File: src/rtl/mult_pkg.sv
// Shared types and constants for the sequential shift-and-add multiplier.
package mult_pkg;

  typedef enum logic [1:0] {
    IDLE = 2'd0,
    RUN  = 2'd1,
    FIN  = 2'd2
  } state_t;

  localparam int DEF_M = 4;
  localparam int DEF_N = 4;

  // Counter must reach N itself, so it needs room for values 0..N.
  function automatic int cnt_width(input int n);
    return $clog2(n + 1);
  endfunction

endpackage

File: src/rtl/seq_shift_add_mult_if.sv
// Start/done handshake and operand/product bus of the multiplier.
interface seq_shift_add_mult_if #(
  parameter int M = mult_pkg::DEF_M,
  parameter int N = mult_pkg::DEF_N
);
  logic           start;
  logic           mode;
  logic [M-1:0]   A;
  logic [N-1:0]   B;
  logic           busy;
  logic           done;
  logic [M+N-1:0] C;

  modport master (output start, mode, A, B, input busy, done, C);
  modport slave  (input start, mode, A, B, output busy, done, C);
endinterface

File: src/rtl/mult_abs_neg.sv
// Conditional two's-complement negation: y = neg ? -x : x.
module mult_abs_neg #(
  parameter int W = 4
) (
  input  logic [W-1:0] x,
  input  logic         neg,
  output logic [W-1:0] y
);
  assign y = neg ? (~x + 1'b1) : x;
endmodule

File: src/rtl/seq_shift_add_mult.sv
// Sequential shift-and-add multiplier: magnitudes are multiplied over N cycles,
// the sign is applied once when the product is published.
module seq_shift_add_mult
  import mult_pkg::*;
#(
  parameter int M = DEF_M,
  parameter int N = DEF_N
) (
  input logic              clk,
  input logic              rst,
  seq_shift_add_mult_if.slave bus
);
  localparam int CW = cnt_width(N);

  state_t         state_reg, state_next;
  logic [M-1:0]   mcand_reg;
  logic [N-1:0]   mplier_reg;
  logic [M+N-1:0] acc_reg;
  logic [CW-1:0]  cnt_reg;
  logic           sign_a_reg, sign_b_reg;
  logic [M+N-1:0] c_reg;

  logic           sign_a, sign_b;
  logic [M-1:0]   abs_a;
  logic [N-1:0]   abs_b;
  logic [M:0]     sum;
  logic [M+N-1:0] prod_fixed;
  logic           accept;
  logic           last;

  assign sign_a = bus.mode & bus.A[M-1];
  assign sign_b = bus.mode & bus.B[N-1];
  assign accept = bus.start && (state_reg != RUN);
  assign last   = (cnt_reg == CW'(N));

  mult_abs_neg #(.W(M)) u_abs_a (.x(bus.A), .neg(sign_a), .y(abs_a));
  mult_abs_neg #(.W(N)) u_abs_b (.x(bus.B), .neg(sign_b), .y(abs_b));
  mult_abs_neg #(.W(M+N)) u_fix (
    .x  (acc_reg),
    .neg(sign_a_reg ^ sign_b_reg),
    .y  (prod_fixed)
  );

  // Carry out of the upper-half add lands in the MSB after the shift.
  assign sum = {1'b0, acc_reg[M+N-1:N]} + {1'b0, (mplier_reg[0] ? mcand_reg : {M{1'b0}})};

  always_ff @(posedge clk or posedge rst) begin
    if (rst) state_reg <= IDLE;
    else     state_reg <= state_next;
  end

  always_comb begin
    state_next = state_reg;
    case (state_reg)
      IDLE:    if (bus.start) state_next = RUN;
      RUN:     if (last) state_next = FIN;
      FIN:     state_next = bus.start ? RUN : IDLE;
      default: state_next = IDLE;
    endcase
  end

  always_ff @(posedge clk or posedge rst) begin
    if (rst) begin
      mcand_reg  <= '0;
      mplier_reg <= '0;
      acc_reg    <= '0;
      cnt_reg    <= '0;
      sign_a_reg <= 1'b0;
      sign_b_reg <= 1'b0;
      c_reg      <= '0;
    end else if (accept) begin
      mcand_reg  <= abs_a;
      mplier_reg <= abs_b;
      acc_reg    <= '0;
      cnt_reg    <= '0;
      sign_a_reg <= sign_a;
      sign_b_reg <= sign_b;
    end else if (state_reg == RUN) begin
      if (!last) begin
        acc_reg    <= {sum, acc_reg[N-1:1]};
        mplier_reg <= mplier_reg >> 1;
        cnt_reg    <= cnt_reg + 1'b1;
      end else begin
        c_reg <= prod_fixed;
      end
    end
  end

  assign bus.busy = (state_reg == RUN);
  assign bus.done = (state_reg == FIN);
  assign bus.C    = c_reg;

endmodule
File: src/flat_wrapper.sv
// flat-port wrapper written by rule: the top's interface ports become plain ports
module seq_shift_add_mult_flat import mult_pkg::*;
#(
  parameter int M = DEF_M,
  parameter int N = DEF_N
)
  (clk, rst, bus_start, bus_mode, bus_A, bus_B, bus_busy, bus_done, bus_C);
  seq_shift_add_mult_if #(.M(M), .N(N)) bus_i ();
  input logic clk;
  input logic rst;
  input wire logic [$bits(bus_i.start)-1:0] bus_start;
  input wire logic [$bits(bus_i.mode)-1:0] bus_mode;
  input wire logic [$bits(bus_i.A)-1:0] bus_A;
  input wire logic [$bits(bus_i.B)-1:0] bus_B;
  output wire logic [$bits(bus_i.busy)-1:0] bus_busy;
  output wire logic [$bits(bus_i.done)-1:0] bus_done;
  output wire logic [$bits(bus_i.C)-1:0] bus_C;
  assign bus_i.start = bus_start;
  assign bus_i.mode = bus_mode;
  assign bus_i.A = bus_A;
  assign bus_i.B = bus_B;
  assign bus_busy = bus_i.busy;
  assign bus_done = bus_i.done;
  assign bus_C = bus_i.C;
  seq_shift_add_mult #(.M(M), .N(N)) u_core (.clk(clk), .rst(rst), .bus(bus_i));
endmodule
File: config.mk
export PLATFORM = sky130hd
export DESIGN_NAME = seq_shift_add_mult_flat
export DESIGN_NICKNAME = d
export VERILOG_FILES = /design/src/rtl/mult_pkg.sv /design/src/rtl/seq_shift_add_mult_if.sv /design/src/rtl/mult_abs_neg.sv /design/src/rtl/seq_shift_add_mult.sv /design/src/flat_wrapper.sv
export SDC_FILE = /design/constraint.sdc
export NUM_CORES = 1
export LEC_CHECK = 0
export CAP_MARGIN = 20
export CORE_ASPECT_RATIO = 2
export CORE_MARGIN = 2
export CORE_UTILIZATION = 50
export CTS_BUF_LIST = sky130_fd_sc_hd__clkbuf_4 sky130_fd_sc_hd__clkbuf_8
export CTS_CLUSTER_SIZE = 40
export DETAILED_ROUTE_END_ITERATION = 12
export GPL_TIMING_DRIVEN = 0
export MAX_ROUTING_LAYER = met4
export PLACE_DENSITY = 0.74
export SLEW_MARGIN = 5
export SYNTH_ARGS = -nofsm -noshare
export SYNTH_HDL_FRONTEND = slang
export SYNTH_SLANG_ARGS = --single-unit
File: constraint.sdc
create_clock -name clk -period 5 [get_ports clk]
set_clock_uncertainty 0.15 [all_clocks]
set_input_delay 0.75 -clock clk [delete_from_list [all_inputs] [get_ports clk]]
set_output_delay 0.75 -clock clk [all_outputs]
set_load 0.02 [all_outputs]
# Word-level counts from Yosys, hierarchy flattened
# Index checks and enable logic that the tools add are counted.
totals:
  ff_bits: 31
  inputBits: 12
classes:
  n_addsub: 5
  n_eq_ne: 7
  muxes: 17
  n_bitwise: 7
  reduce_logical: 6
ops:
  columns: ["cell", "n"]
  rows:
  - ["$mux 8", 4]
  - ["$mux 4", 6]
  - ["$mux 3", 3]
  - ["$add 4x1->4 const B", 2]
  - ["$add 8x1->8 const B", 1]
  - ["$not 4->4", 2]
  - ["$not 8->8", 1]
  - ["$ne 2x1->1 const B", 3]
  - ["$pmux 2 s3", 1]
  - ["$add 4x4->5", 1]
  - ["$mux 2", 2]
  - ["$reduce_and 2->1", 2]
  - ["$add 3x1->3 const B", 1]
  - ["$eq 3x3->1 const B", 1]
  - ["$reduce_and 3->1", 1]
  - ["$and 1x1->1", 2]
  - ["$eq 2x1->1 const B", 1]
  - ["$eq 2x2->1 const B", 1]
  - ["$logic_not 2->1", 1]
  - ["$ne 2x2->1 const B", 1]
  - ["$reduce_bool 2->1", 1]
  - ["$logic_and 1x1->1", 1]
  - ["$mux 1", 1]
  - ["$not 1->1", 1]
  - ["$xor 1x1->1", 1]

# Depth between registers and ports, before layout
# Gate-level depths: netlist of the first run.
depth:
  ltp_word: 5
  depth_mapped: 7
  mapped_depth_nobuf: 7

# Modules after synthesis
# A second synthesis of the first run with hierarchy kept.
unflattened:
  hier_cells: 152
  hier_area_um2: 1780.5
modules_own_cells:
  columns: ["mod", "n_inst", "cells_per_inst", "area_each_um2"]
  rows:
  - ["seq_shift_add_mult", 1, 111, 1463.9]
  - ["mult_abs_neg (u_core.u_fix)", 1, 21, 171.4]
  - ["mult_abs_neg (u_core.u_abs_a ...)", 2, 10, 72.6]

# Worst setup path before layout of the first run
# No wires, ideal clock.
synth_timing:
  path_kind: "register to output"
  startpoint: "register u_core.state_reg[0]"
  endpoint: "output port bus_done"
  arrival_time_ps: 723
  required_ps: 4100
  setup_slack_ps: 3377
  path_stages_with_launch: 2
  cell_sequence: "dfrtp_1 nor2b_1"
synth_via:
  elab_chain_cells: 1
synth_rtl:
  columns: ["item", "line", "source"]
  rows:
  - ["start: declaration", "seq_shift_add_mult.sv:15", "state_t state_reg, state_next;"]
  - ["start signal: assignment", "seq_shift_add_mult.sv:49", "else state_reg <= state_next;"]
  - ["$eq 2x2->1", "seq_shift_add_mult.sv:90", "assign bus.done = (state_reg == FIN);"]
  - ["end: declaration", "flat_wrapper.sv:16", "output wire logic [$bits(bus_i.done)-1:0] bus_done;"]
# Every way passes these cells.

# Worst setup path after layout of the first run
layout_timing:
  startpoint: "register u_core.state_reg[1]"
  endpoint: "output port bus_busy"
layout_via:
  elab_chain_cells: 1
layout_rtl:
  columns: ["item", "line", "source"]
  rows:
  - ["$eq 2x1->1", "seq_shift_add_mult.sv:89", "assign bus.busy = (state_reg == RUN);"]
  - ["end: declaration", "flat_wrapper.sv:15", "output wire logic [$bits(bus_i.busy)-1:0] bus_busy;"]
# Every way passes these cells.

==> metrics.txt, run 1 <==
status=finished, final reports clean; total power=between 1 and 1.5 mW; area occupied by multi-input gates=767 sq um; pre-CTS setup slack=between 2000 and 3000 ps; largest family of logic cells by synthesized area=compound AO/OA/AOI/OAI gates; Wirelength per Cell=between 10 and 15 um; Metal-1 WL=1.13 mm; Synth Register Bits=31; Worst Hold Launch=u_core.mcand_reg[3]; Fin. Hold Viols=0; initial antenna violation count=0; XOR/XNOR Fraction of Synth Area=under 10%; CTS buffer count=5; Post CTS Setup Buffer Count=0; Resized cells post-CTS=0; final number of max-transition violations=0; top_reg_cell synth=dfrtp_1; vias in the first global route=1333; Top Ports=22; fmax=a little over 400 MHz; share of post-route cells with drive strength above 1=a little under a tenth; Final Util=between 60% and 70%; crit path max fanout=6; H-tree depth=2; Setup CP Type=register to output port; CP max stage delay=approximately 600 ps; Die H=84.7 um; crit path DAT=1520 ps; drt total wl=3.22 mm; final setup fails=0; post-route cell area=about 2000 sq um; Skew-Pair Late Insertion Delay=~280 ps; RR Startpoint=u_core.mplier_reg[0]; leakage power=~0.94 nW; cts hold-fix bufs=0; Post-synth EDFFs=0; drt pass-1 iters=4; Post-Synthesis Cells=approximately 170; Setup TNS Final=0 ps; first-pass GRT wire length=approximately 5.7 mm; Max Cap Viol=0; Final period util=about half; area of the mapped netlist=between 1500 and 2000 sq um; critical path's top delay family=buffers and inverters; area share of fa/ha/maj cells after synthesis=just over 8%; most frequent cell after synthesis=dfrtp_1; antenna-violating nets left=0; fin nets=approximately 220; sequential area share after synthesis=about 48%; mux share of post-synthesis cell area=around 3.7%; vias per cell=5.43; slowest stage cell, crit path=clkdlybuf4s50_1; Remaining DRCs=0; Post-Place Cell Area=roughly 1900 sq um; die width=between 40 and 50 um; CTS Buffer Depth=2; Worst Setup End Kind=output port; core area=~3200 sq um; Post-DP HPWL=roughly 2.6 mm; gpl congestion=between 0.7 and 0.8; via count=about 1200; critical path launch point type=register; initial DRC count=27; RSZ-0062 raised after global routing=no; relative slew slack=between 70% and 80%; Reg area=776 sq um; Syn. warnings=0; clk sinks=31; # fillers=roughly 260; CP startpoint=u_core.state_reg[1]; post-synth net total=190; initial core utilization=a little over 50%; Max VDD drop=about 0.31 mV; buffers and inverters on the worst path=2; Yosys top cell area share=between 40% and 50%; syn_area_per_cell=around 9.7 sq um; largest net degree at the start of global routing=25; GRT Overall Usage=21.3%; FFs w/ async S/R, synth=100%; area of the die=around 3800 sq um; simple logic cell fraction of the synthesized area=a little over an eighth; Compound-Gate Fraction of Synth Area=14.8%; critical-path cell list=nand2b_4 -> inv_4 -> clkdlybuf4s50_1; CTS root buffer=clkbuf_8; gr ovfl total=0; Max Used Layer=met4; top cells by area, synth=dfrtp_1 (48%), ha_1 (6.9%), nand2_1 (6.9%); row count=29; post-route setup slack=between 2000 and 3000 ps; metal2 WL=1.95 mm; min cycle time layout=between 2000 and 2500 ps; ANT cells=0; Clock transition at path regs=60 ps; Post-synth top cells=dfrtp_1 (31), nand2_1 (30), o21ai_1 (18); worst min path class=register to register; Critical Path RT=approximately 4100 ps; PortBufs=21; power per cell area=just under 600 nW/um^2; slew at the pin closest to its max-slew limit=407 ps; CTS tree=built; post-synth top area cell=dfrtp_1; met3 WL=~97 um; area grow syn2layout=22.5%; Netlist cell types=31
-- where the power goes --
part           internal, mW  switching, mW  leakage, nW
combinational         0.248          0.307        0.487
clock                 0.108         0.0888       0.0491
sequential            0.351         0.0838        0.403
total                 0.708          0.479        0.939
-- area by class of cell --
type | count | area share, %
buffer | 3 | 0.879
clock buffer | 7 | 4.21
clock inverter | 1 | 0.251
inverter | 17 | 3.33
multi-input combinational | 117 | 38.5
sequential | 31 | 38.9
tap | 31 | 1.95
timing repair buffer | 22 | 11.9
-- worst min-delay path, stage by stage (launching register included) --
cell     delay (ps)
dfrtp_1         340
nand2_1          50
nand2_1          60
-- worst paths after layout --
path / endpoint / slack, ps / depth (start not counted)
setup / recovery: bus_busy / 2580 / 3
max in group asynchronous: u_core.mcand_reg[0] / 3650 / 3
hold reg to reg: u_core.mcand_reg[3] / 330 / 2
min in group asynchronous: u_core.state_reg[1] / 590 / 2
hold / removal: u_core.mcand_reg[3] / 330 / 2
setup reg to reg: u_core.acc_reg[7] / 3230 / 7
-- cells by family (layout without fill, tap and decap cells) --
| logic type | count (synthesis) | count (layout) |
|---|---|---|
| xor gates and xnor gates | 12 | 12 |
| muxes | 6 | 6 |
| and+or+nand+nor | 50 | 50 |
| AOI/OAI and AO/OA | 39 | 39 |
| buffers and inverters | 20 | 50 |
| adders and majority gates | 10 | 10 |
| DFF | 31 | 31 |
-- metal layers --
metal,GRT usage [%],vias up
met5,-,-
met4,11.6,0
met3,3.23,6
met2,39.3,28
met1,19.1,590
li1,-,619
-- layout by cell type (no fill, tap or decap), drive strengths merged --
master / Yosys / routed
a21o: 1 / 1
a21oi: 6 / 6
a221o: 1 / 1
a22o: 1 / 1
a22oi: 1 / 1
a31oi: 2 / 2
a32o: 1 / 1
a41oi: 1 / 1
and2: 3 / 3
buf: 3 / 4
clkbuf: 0 / 7
clkdlybuf4s50: 0 / 21
clkinv: 0 / 1
dfrtp: 31 / 31
fa: 1 / 1
ha: 9 / 9
inv: 17 / 17
mux2i: 6 / 6
nand2: 30 / 30
nand2b: 1 / 1
nand3: 3 / 3
nor2: 10 / 10
nor2b: 2 / 2
nor3: 1 / 1
o21ai: 23 / 23
o31ai: 2 / 2
xnor2: 9 / 9
xor2: 3 / 3
-- per-stage QoR --
stage / hold slack (ps) / std cells
floorplan: 288 / 168
global placement: 301 / 220
detailed placement: 313 / 221
CTS: 328 / 229
global route: 357 / 229
finish: 329 / 229
No activity file was read; power rests on OpenSTA's default activity.
==> run 2, diff against run 1 <==
- clock period: 5 -> 2.3 ns (I/O delays scaled with it)
==> results of run 2 <==
Same layout as run 1 (identical final DEF). Status: finished, final reports clean.
Main changes from that run: setup slack after placement 2860 ps -> 528 ps; setup slack after layout 2580 ps -> 289 ps; hold slack 329 ps -> 189 ps; register-to-register setup slack 3230 ps -> 530 ps; total power 1.19 mW -> 2.58 mW; worst IR drop on VDD 0.313 mV -> 0.681 mV
==> run 3, diff against run 2 <==
- CORE_MARGIN: 2 -> 4
- SLEW_MARGIN: 5 -> unset
==> run 3 against run 2 <==
Effect of this change:
- sequential power shrank 0.4%
- flip-flop and latch count stayed put
- critical path depth did not move
- clock power rose by 13%
- largest power group unchanged
==> metrics.txt, run 3 (synthesized netlist as in run 1, its figures left out) <==
vias in the first global route=roughly 1400; RSZ-0062 raised after global routing=no; PortBufs=21; row count=29; fin cells=about 230; fmax=just under 500 MHz; gpl congestion=0.805; drt pass-1 iters=4; Post-DP HPWL=2.51 mm; CP startpoint=u_core.state_reg[1]; crit path DAT=approximately 1500 ps; initial antenna violation count=0; post-route cell area=approximately 2000 sq um; Final period util=roughly 88%; Clock transition at path regs=around 60 ps; Fin. Hold Viols=0; share of post-route cells with drive strength above 1=under 10%; Die H=just under 90 um; Post CTS Setup Buffer Count=0; gr ovfl total=0; critical path launch point type=register; Setup CP Type=register to output port; worst min path class=input port to async pin; Critical Path RT=1800 ps; total power=around 2.6 mW; power per cell area=1310 nW/um^2; crit path max fanout=6; RR Startpoint=u_core.mplier_reg[0]; status=finished, final reports clean; initial DRC count=15; Post-Place Cell Area=roughly 1900 sq um; H-tree depth=2; Max VDD drop=just under 0.8 mV; first-pass GRT wire length=a little under 6 mm; Top Ports=22; pre-CTS setup slack=roughly 570 ps; Max Cap Viol=0; CTS buffer count=5; die width=between 40 and 50 um; via count=1268; leakage power=0.945 nW; ANT cells=0; Setup TNS Final=0 ps; CTS tree=built; GRT Overall Usage=a little under a fifth; final number of max-transition violations=0; Worst Setup End Kind=output port; min cycle time layout=2030 ps; area of the die=roughly 4300 sq um; Resized cells post-CTS=0; largest net degree at the start of global routing=26; Remaining DRCs=0; final setup fails=0; most frequent cells in the layout=dfrtp_1 (31), nand2_1 (30), clkdlybuf4s50_1 (21); vias per cell=between 5 and 6; Skew-Pair Late Insertion Delay=290 ps; worst hold slack=between 150 and 200 ps; slew at the pin closest to its max-slew limit=slightly above 400 ps; CTS root buffer=clkbuf_8; CTS Buffer Depth=2; antenna-violating nets left=0; initial core utilization=roughly half; most common cell after layout, fill and taps aside=dfrtp_1; drt total wl=around 3.1 mm; post-route setup slack=about 270 ps; Final Util=between 60% and 70%; area grow syn2layout=23.4%; clk sinks=31; relative slew slack=a little over 70%; Wirelength per Cell=between 10 and 15 um; fin nets=about 220; # placed instances=approximately 220; core area=around 3200 sq um; cts hold-fix bufs=0
[run 3: changes by cell type in the layout (fill, tap and decap cells not counted), sizes merged]
cell	before	now
clkbuf	7	8
clkinv	1	0
[run 3: cell type report]
type | count | area (sq um)
Fill cell | 260 | 1150
Sequential cell | 31 | 776
Multi-Input combinational cell | 117 | 767
Timing Repair Buffer | 22 | 238
Clock buffer | 8 | 104
Inverter | 17 | 66.3
Tap cell | 31 | 38.8
Buffer | 3 | 17.5
[run 3: power by group]
group	total, mW	switching [mW]	internal [mW]
Combinational	1.20	0.663	0.541
Clock	0.485	0.200	0.285
Sequential	0.942	0.178	0.764
[run 3: critical path, stage by stage, from the launching register on]
cell             delay, ps
dfrtp_1                390
nand2b_4               170
inv_4                   90
clkdlybuf4s50_1        610
[run 3: per-layer routing]
| metal | track usage (%) | share of wire [%] | up-vias |
|---|---|---|---|
| met5 | - | 0 | - |
| met4 | 10.3 | 2.9 | 0 |
| met3 | 4.89 | 4.8 | 10 |
| met2 | 35.6 | 60 | 29 |
| met1 | 15.3 | 32 | 608 |
| li1 | - | - | 621 |
[run 3: worst paths after layout]
path	endpoint	slack (ps)	depth (start not counted)
max	bus_busy	270	3
min	u_core.state_reg[1]	170	2
max reg2reg	u_core.acc_reg[7]	570	7
min reg2reg	u_core.mcand_reg[3]	320	2
max in group asynchronous	u_core.mcand_reg[2]	1390	3
min in group clk	u_core.mcand_reg[3]	320	2
